[src/rtl/servant_uart_pkg.sv]
// servant_uart_pkg
// Shared definitions for the servant UART blocks: the receiver FSM state
// encoding and the bit positions of the status word that the CPU reads.
// A future servant_uart_tx is expected to import this package as well.
// Optional feature macro: SERVANT_UART_RX_PARITY_EN (PAR state is only
// reachable when it is defined).
package servant_uart_pkg;

  typedef enum logic [2:0] {
    IDLE  = 3'd0,
    START = 3'd1,
    DATA  = 3'd2,
    PAR   = 3'd3,
    STOP  = 3'd4,
    BRK   = 3'd5
  } rx_state_t;

  // Status word layout returned on a bus read
  localparam int DATA_LSB = 0;
  localparam int VALID    = 8;
  localparam int OVR      = 9;
  localparam int FERR     = 10;
  localparam int PERR     = 11;

endpackage

[src/rtl/servant_uart_rx_core.sv]
// servant_uart_rx_core
// Serial receive engine: 2-FF input synchronizer, baud counter, frame FSM
// and LSB-first shift register. Emits a one-cycle strobe with the received
// byte on a good stop bit, or a one-cycle framing-error pulse on a low stop
// bit (the byte is then discarded and the FSM waits for the line to return
// high before hunting for a new start bit).
// Optional feature macro: SERVANT_UART_RX_PARITY_EN adds an even-parity bit
// between the data bits and the stop bit and the o_perr output.
// Ports:
//   clk, rst_n   clock, asynchronous active-low reset
//   i_rx         serial line (idle high, asynchronous)
//   o_byte_stb   one-cycle strobe, o_byte holds a committed byte
//   o_byte       received byte
//   o_perr       (parity builds) parity error, valid with o_byte_stb
//   o_ferr       one-cycle framing-error pulse
module servant_uart_rx_core
  import servant_uart_pkg::*;
#(
  parameter int CLKS_PER_BIT = 139,
  parameter int CW           = $clog2(CLKS_PER_BIT)
) (
  input  logic       clk,
  input  logic       rst_n,
  input  logic       i_rx,
  output logic       o_byte_stb,
  output logic [7:0] o_byte,
`ifdef SERVANT_UART_RX_PARITY_EN
  output logic       o_perr,
`endif
  output logic       o_ferr
);

  localparam logic [CW-1:0] FULL_RELOAD = CW'(CLKS_PER_BIT - 1);
  // Half a bit lands every later sample in the middle of its bit cell
  localparam logic [CW-1:0] HALF_RELOAD = CW'(CLKS_PER_BIT / 2 - 1);

  logic [1:0]    r_sync;
  logic          w_rxs;
  rx_state_t     r_state, w_state_next;
  logic [CW-1:0] r_cnt, w_cnt_next;
  logic [2:0]    r_bit_idx, w_bit_idx_next;
  logic [7:0]    r_shreg, w_shreg_next;
  logic          w_cnt_zero;
`ifdef SERVANT_UART_RX_PARITY_EN
  logic          r_par, w_par_next;
`endif

  assign w_rxs      = r_sync[1];
  assign w_cnt_zero = (r_cnt == '0);
  assign o_byte     = r_shreg;

  always_ff @(posedge clk or negedge rst_n) begin
    if (!rst_n) begin
      r_sync    <= 2'b11;
      r_state   <= IDLE;
      r_cnt     <= '0;
      r_bit_idx <= '0;
      r_shreg   <= '0;
`ifdef SERVANT_UART_RX_PARITY_EN
      r_par     <= 1'b0;
`endif
    end else begin
      r_sync    <= {r_sync[0], i_rx};
      r_state   <= w_state_next;
      r_cnt     <= w_cnt_next;
      r_bit_idx <= w_bit_idx_next;
      r_shreg   <= w_shreg_next;
`ifdef SERVANT_UART_RX_PARITY_EN
      r_par     <= w_par_next;
`endif
    end
  end

  always_comb begin
    w_state_next   = r_state;
    w_cnt_next     = r_cnt;
    w_bit_idx_next = r_bit_idx;
    w_shreg_next   = r_shreg;
    o_byte_stb     = 1'b0;
    o_ferr         = 1'b0;
`ifdef SERVANT_UART_RX_PARITY_EN
    w_par_next     = r_par;
    o_perr         = 1'b0;
`endif
    case (r_state)
      IDLE: begin
        if (!w_rxs) begin
          w_cnt_next   = HALF_RELOAD;
          w_state_next = START;
        end
      end
      START: begin
        if (w_cnt_zero) begin
          if (!w_rxs) begin
            w_cnt_next     = FULL_RELOAD;
            w_bit_idx_next = 3'd0;
            w_state_next   = DATA;
          end else begin
            // Line went back high before mid-start: treat as a glitch
            w_state_next = IDLE;
          end
        end else begin
          w_cnt_next = r_cnt - CW'(1);
        end
      end
      DATA: begin
        if (w_cnt_zero) begin
          w_shreg_next   = {w_rxs, r_shreg[7:1]};
          w_cnt_next     = FULL_RELOAD;
          w_bit_idx_next = r_bit_idx + 3'd1;
          if (r_bit_idx == 3'd7) begin
`ifdef SERVANT_UART_RX_PARITY_EN
            w_state_next = PAR;
`else
            w_state_next = STOP;
`endif
          end
        end else begin
          w_cnt_next = r_cnt - CW'(1);
        end
      end
`ifdef SERVANT_UART_RX_PARITY_EN
      PAR: begin
        if (w_cnt_zero) begin
          w_par_next   = w_rxs;
          w_cnt_next   = FULL_RELOAD;
          w_state_next = STOP;
        end else begin
          w_cnt_next = r_cnt - CW'(1);
        end
      end
`endif
      STOP: begin
        if (w_cnt_zero) begin
          if (w_rxs) begin
            o_byte_stb   = 1'b1;
`ifdef SERVANT_UART_RX_PARITY_EN
            // Even parity: data bits plus parity bit must XOR to 0
            o_perr       = ^{r_shreg, r_par};
`endif
            w_state_next = IDLE;
          end else begin
            o_ferr       = 1'b1;
            w_state_next = BRK;
          end
        end else begin
          w_cnt_next = r_cnt - CW'(1);
        end
      end
      BRK: begin
        // Hold here so a line stuck low cannot spawn back-to-back frames
        if (w_rxs) begin
          w_state_next = IDLE;
        end
      end
      default: begin
        w_state_next = IDLE;
      end
    endcase
  end

endmodule

[src/rtl/servant_uart_rx.sv]
// servant_uart_rx
// Wishbone-slave UART receiver (8N1, LSB first) for the servant SoC.
// Holds one received byte plus VALID/OVR/FERR/PERR flags for polling.
// Read  : returns {20'b0, perr, ferr, ovr, valid, data[7:0]} and clears valid.
// Write : clears ovr, ferr and perr (write data is ignored).
// Optional feature macro: SERVANT_UART_RX_PARITY_EN (even parity bit, 11-bit
// frame, perr flag); without it perr reads as constant 0.
// Ports:
//   wb_clk, wb_rst_n  clock, asynchronous active-low reset
//   i_rx              serial input, idle high
//   i_wb_cyc          combined cyc/stb request
//   i_wb_we           write enable
//   i_wb_dat          write data (ignored)
//   o_wb_rdt          registered read data
//   o_wb_ack          single-cycle acknowledge
module servant_uart_rx
  import servant_uart_pkg::*;
#(
  parameter int CLKS_PER_BIT = 139,
  parameter int CW           = $clog2(CLKS_PER_BIT)
) (
  input  logic        wb_clk,
  input  logic        wb_rst_n,
  input  logic        i_rx,
  input  logic        i_wb_cyc,
  input  logic        i_wb_we,
  input  logic [31:0] i_wb_dat,
  output logic [31:0] o_wb_rdt,
  output logic        o_wb_ack
);

  logic        w_byte_stb;
  logic [7:0]  w_byte;
  logic        w_ferr_pulse;
  logic        w_perr_flag;
  logic        w_access;
  logic        w_rd_clr;
  logic        w_wr_clr;
  logic [31:0] w_status;
  logic        w_unused;

  logic [7:0]  r_data;
  logic        r_valid;
  logic        r_ovr;
  logic        r_ferr;
  logic        r_ack;
  logic [31:0] r_rdt;

`ifdef SERVANT_UART_RX_PARITY_EN
  logic        w_perr_pulse;
  logic        r_perr;
`endif

  assign w_unused = ^i_wb_dat;

  servant_uart_rx_core #(
    .CLKS_PER_BIT (CLKS_PER_BIT),
    .CW           (CW)
  ) u_core (
    .clk        (wb_clk),
    .rst_n      (wb_rst_n),
    .i_rx       (i_rx),
    .o_byte_stb (w_byte_stb),
    .o_byte     (w_byte),
`ifdef SERVANT_UART_RX_PARITY_EN
    .o_perr     (w_perr_pulse),
`endif
    .o_ferr     (w_ferr_pulse)
  );

  // An access is taken on the cycle the ack is being raised
  assign w_access = i_wb_cyc & ~r_ack;
  assign w_rd_clr = w_access & ~i_wb_we;
  assign w_wr_clr = w_access & i_wb_we;

  always_comb begin
    w_status                    = '0;
    w_status[DATA_LSB +: 8]     = r_data;
    w_status[VALID]             = r_valid;
    w_status[OVR]               = r_ovr;
    w_status[FERR]              = r_ferr;
    w_status[PERR]              = w_perr_flag;
  end

  always_ff @(posedge wb_clk or negedge wb_rst_n) begin
    if (!wb_rst_n) begin
      r_ack <= 1'b0;
      r_rdt <= '0;
    end else begin
      r_ack <= w_access;
      if (w_access) begin
        r_rdt <= w_status;
      end
    end
  end

  always_ff @(posedge wb_clk or negedge wb_rst_n) begin
    if (!wb_rst_n) begin
      r_data  <= '0;
      r_valid <= 1'b0;
      r_ovr   <= 1'b0;
      r_ferr  <= 1'b0;
    end else begin
      // A commit beats a read-clear: the reader gets the old byte from
      // w_status while the new byte stays pending.
      if (w_byte_stb) begin
        r_data  <= w_byte;
        r_valid <= 1'b1;
      end else if (w_rd_clr) begin
        r_valid <= 1'b0;
      end

      // Flag-clearing write beats any simultaneous set
      if (w_wr_clr) begin
        r_ovr <= 1'b0;
      end else if (w_byte_stb && r_valid && !w_rd_clr) begin
        r_ovr <= 1'b1;
      end

      if (w_wr_clr) begin
        r_ferr <= 1'b0;
      end else if (w_ferr_pulse) begin
        r_ferr <= 1'b1;
      end
    end
  end

`ifdef SERVANT_UART_RX_PARITY_EN
  always_ff @(posedge wb_clk or negedge wb_rst_n) begin
    if (!wb_rst_n) begin
      r_perr <= 1'b0;
    end else if (w_wr_clr) begin
      r_perr <= 1'b0;
    end else if (w_byte_stb && w_perr_pulse) begin
      r_perr <= 1'b1;
    end
  end
  assign w_perr_flag = r_perr;
`else
  assign w_perr_flag = 1'b0;
`endif

  assign o_wb_ack = r_ack;
  assign o_wb_rdt = r_rdt;

endmodule

[config.mk]
export PLATFORM = sky130hd
export DESIGN_NAME = servant_uart_rx
export DESIGN_NICKNAME = d
export VERILOG_FILES = /design/src/rtl/servant_uart_pkg.sv /design/src/rtl/servant_uart_rx_core.sv /design/src/rtl/servant_uart_rx.sv
export SDC_FILE = /design/constraint.sdc
export NUM_CORES = 1
export LEC_CHECK = 0
export ABC_AREA = 1
export CORE_ASPECT_RATIO = 1.25
export CORE_MARGIN = 3
export CORE_UTILIZATION = 45
export CTS_CLUSTER_DIAMETER = 80
export DETAILED_ROUTE_END_ITERATION = 12
export PLACE_DENSITY = 0.85
export SLEW_MARGIN = 10
export SYNTH_ARGS = -nofsm -noshare
export SYNTH_HDL_FRONTEND = slang
export SYNTH_HIERARCHICAL = 1
export SYNTH_SLANG_ARGS = --single-unit
[constraint.sdc]
create_clock -name wb_clk -period 2.1 [get_ports wb_clk]
set_input_delay 0.21 -clock wb_clk [delete_from_list [all_inputs] [get_ports wb_clk]]
set_output_delay 0.21 -clock wb_clk [all_outputs]
set_load 0.01 [all_outputs]
==> flow_summary.toml <==
[synth]
netlist_area_um2 = 2494
synth_top_cell_by_area = "dfrtp_1"
avgSynthCellArea_um2 = 8.843
synth_cells = 282
ys_types = 28
ys_async_sr_fraction = 1.000
synth.area.top_cells = "dfrtp_1 45%, nand2_1 11%, buf_4 6.3%"
synth_top_area_frac = 0.4516
yosysWarnings = 6
synth_edf_count = 0
seq_area_frac_synth = 0.4727
ys_seq_elements = 47
synth_flop_cell = "dfrtp_1"

[pwr]
leakagePower_nw = 1.384
p_per_area_nw_per_um2 = 607.7
peakVddDrop_mv = 0.2629

[global_routing]
grt_pass1_vias = 1649
grt_pass1_wl_um = 6969
grt_max_degree = 48
grt_usage = 0.1363
gr-total-overflow = 0
antenna_found_initial = 0

[detailed_routing]
vias = 1736
drtPass1Iterations = 4
final_antenna_net_count = 0
drt_drc_violations_left = 0
drt_wl_total_um = 4006
viasPerCell = 4.782
wl_per_cell_um = 11.04
drtIter0Drc = 114

[clock_tree]
cts_tree = "built"
postCtsSetupBuffers = 0
cts-buffers-inserted = 5
clock-sinks = 47
clk_pin_slew_ps = 90
cts_root_buf = "clkbuf_8"
cts_hold_buffers = 0
h-tree-depth = 2
cts_resized = 0
cts_buffer_depth = 2
insertion_delay_ps = 300

[critical_path]
crit_fanout = 7
worstPathRequired_ps = 2290
worstSetupPathType = "reg -> reg"
arrival_ps = 2010
end_kind = "flop"
startpoint_type = "flop"
critPathLaunch = "u_core/r_cnt[0]"
r2r-start = "u_core/r_cnt[0]"

[placed_design]
post-dp-hpwl_um = 2956
io_buffers = 16
place_congestion = 0.7974

[job]
max_cap_viol_count = 0

[die]
start_util = 0.4773
dieArea_um2 = 6476
pin_count = 70
die_h_um = 89.23
core_um2 = 5225
rows = 29
die_w_um = 72.58

[sta]
fmax_ghz = 0.5513
hold_viol_final = 18
fin_worst_skew_ps = 4.581
setup_viol = 0
period_minus_slack_ps = 1814
setup_tns_ps = 0
rsz0062_at_grt = "false"
tightest_slew_ps = 583.5
slew_headroom = 0.6110
finalMaxSlewViolations = 0
fin_crit_sh = 0.8637
timing.hold.ws_ps = -10.84

[layout]
diodes = 0
fin_nets = 341
layout-drive-gt1-share = 0.1860
final_util = 0.5180
area_growth_syn_to_layout_pct = 8.530

[worst_hold_path]
min_path_type = "in -> async"

[outcome]
status = "finished, violations left"
violations = "hold timing"
-- routing by layer --
layer	global-route usage	part of all wire
met2	0.2438	0.51
met5	0	0
met3	0.02812	0.035
met1	0.1509	0.44
met4	0.07215	0.022
-- power breakdown --
group | switching [mW] | internal (mW)
sequential | 0.00223 | 0.909
combinational | 0.0518 | 0.0119
clock | 0.311 | 0.358
-- critical path, cell delays in order, from the launching register on --
cell and delay [ps]:
dfrtp_1 390, inv_1 190, ha_1 230, nand2_1 60, nor2_1 250, nand2_2 130, a21oi_2 210, nand2_2 100
nand2_1 80, o21ai_1 60
-- flip-flops by register name, summed over array words and instances (netlist names) --
| register | cells |
|---|---|
| r_data | 8 |
| u_core/r_cnt | 8 |
| u_core/r_sync | 2 |
| r_valid | 1 |
| o_wb_ack | 1 |
| r_ferr | 1 |
| o_wb_rdt | 11 |
| u_core/o_byte | 8 |
| u_core/r_state | 3 |
| u_core/r_bit_idx | 3 |
| r_ovr | 1 |
-- logic make-up after synthesis --
family          Yosys count  synth area share
other cells               1          0.001504
fa+ha+maj                 4           0.02007
compound gates           40           0.09985
buf+inv                  58            0.1390
mux                       1          0.004515
flops                    47            0.4727
simple gates            130            0.2589
xor+xnor                  1          0.003513
-- layout make-up --
class	count	area [µm²]
fillers	483	2519
well taps	62	77.57
repair buffers	18	170.2
multi-input cells	197	1044
inverters	31	121.4
clock inverters	3	46.29
clock buffers	5	68.82
flip-flops and latches	47	1179
-- final timing paths --
| kind | endpoint | slack, ps | cells past startpoint |
|---|---|---|---|
| worst min register to register | u_core/r_sync[1] | 370 | 0 |
| worst max register to register | u_core/r_state[2] | 290 | 9 |
| max in group asynchronous | o_wb_rdt[5] | 1720 | 2 |
| worst min-delay path | o_wb_rdt[9] | -10 | 2 |
| min in group wb_clk | u_core/r_sync[0] | 320 | 1 |
| worst max-delay path | u_core/r_state[2] | 290 | 9 |
-- metrics by stage --
stage	instance area [µm²]	setup slack, ps	total power [mW]	instances
CTS	2706	297.3	1.673	363
finish	2706	286.2	1.645	363
global placement	2591	389.4	0.9922	355
detailed placement	2591	329.2	0.9934	355
floorplan	2569	494.4	0.9954	302
global route	2706	115.9	1.712	363
-- cell usage in the layout, fill, tap and decap left out, types with 11 or more instances in the layout --
cell type	n
nor2_1	14
conb_1	21
nand3_1	16
clkdlybuf4s50_1	15
inv_1	26
o21ai_0	19
nand2_2	11
dfrtp_1	45
o21ai_2	12
nand2_1	70
-- cells in the mapped netlist (4+ instances only) --
master and count:
a21oi_1 4, buf_4 21, buf_6 6, dfrtp_1 45, ha_1 4, inv_1 26
inv_2 4, nand2_1 70, nand2_2 11, nand3_1 16, nand3_2 6, nand4_1 5
nor2_1 14, o21ai_0 19, o21ai_1 4, o21ai_2 12
Note: power is estimated with default switching activity, not from simulation.
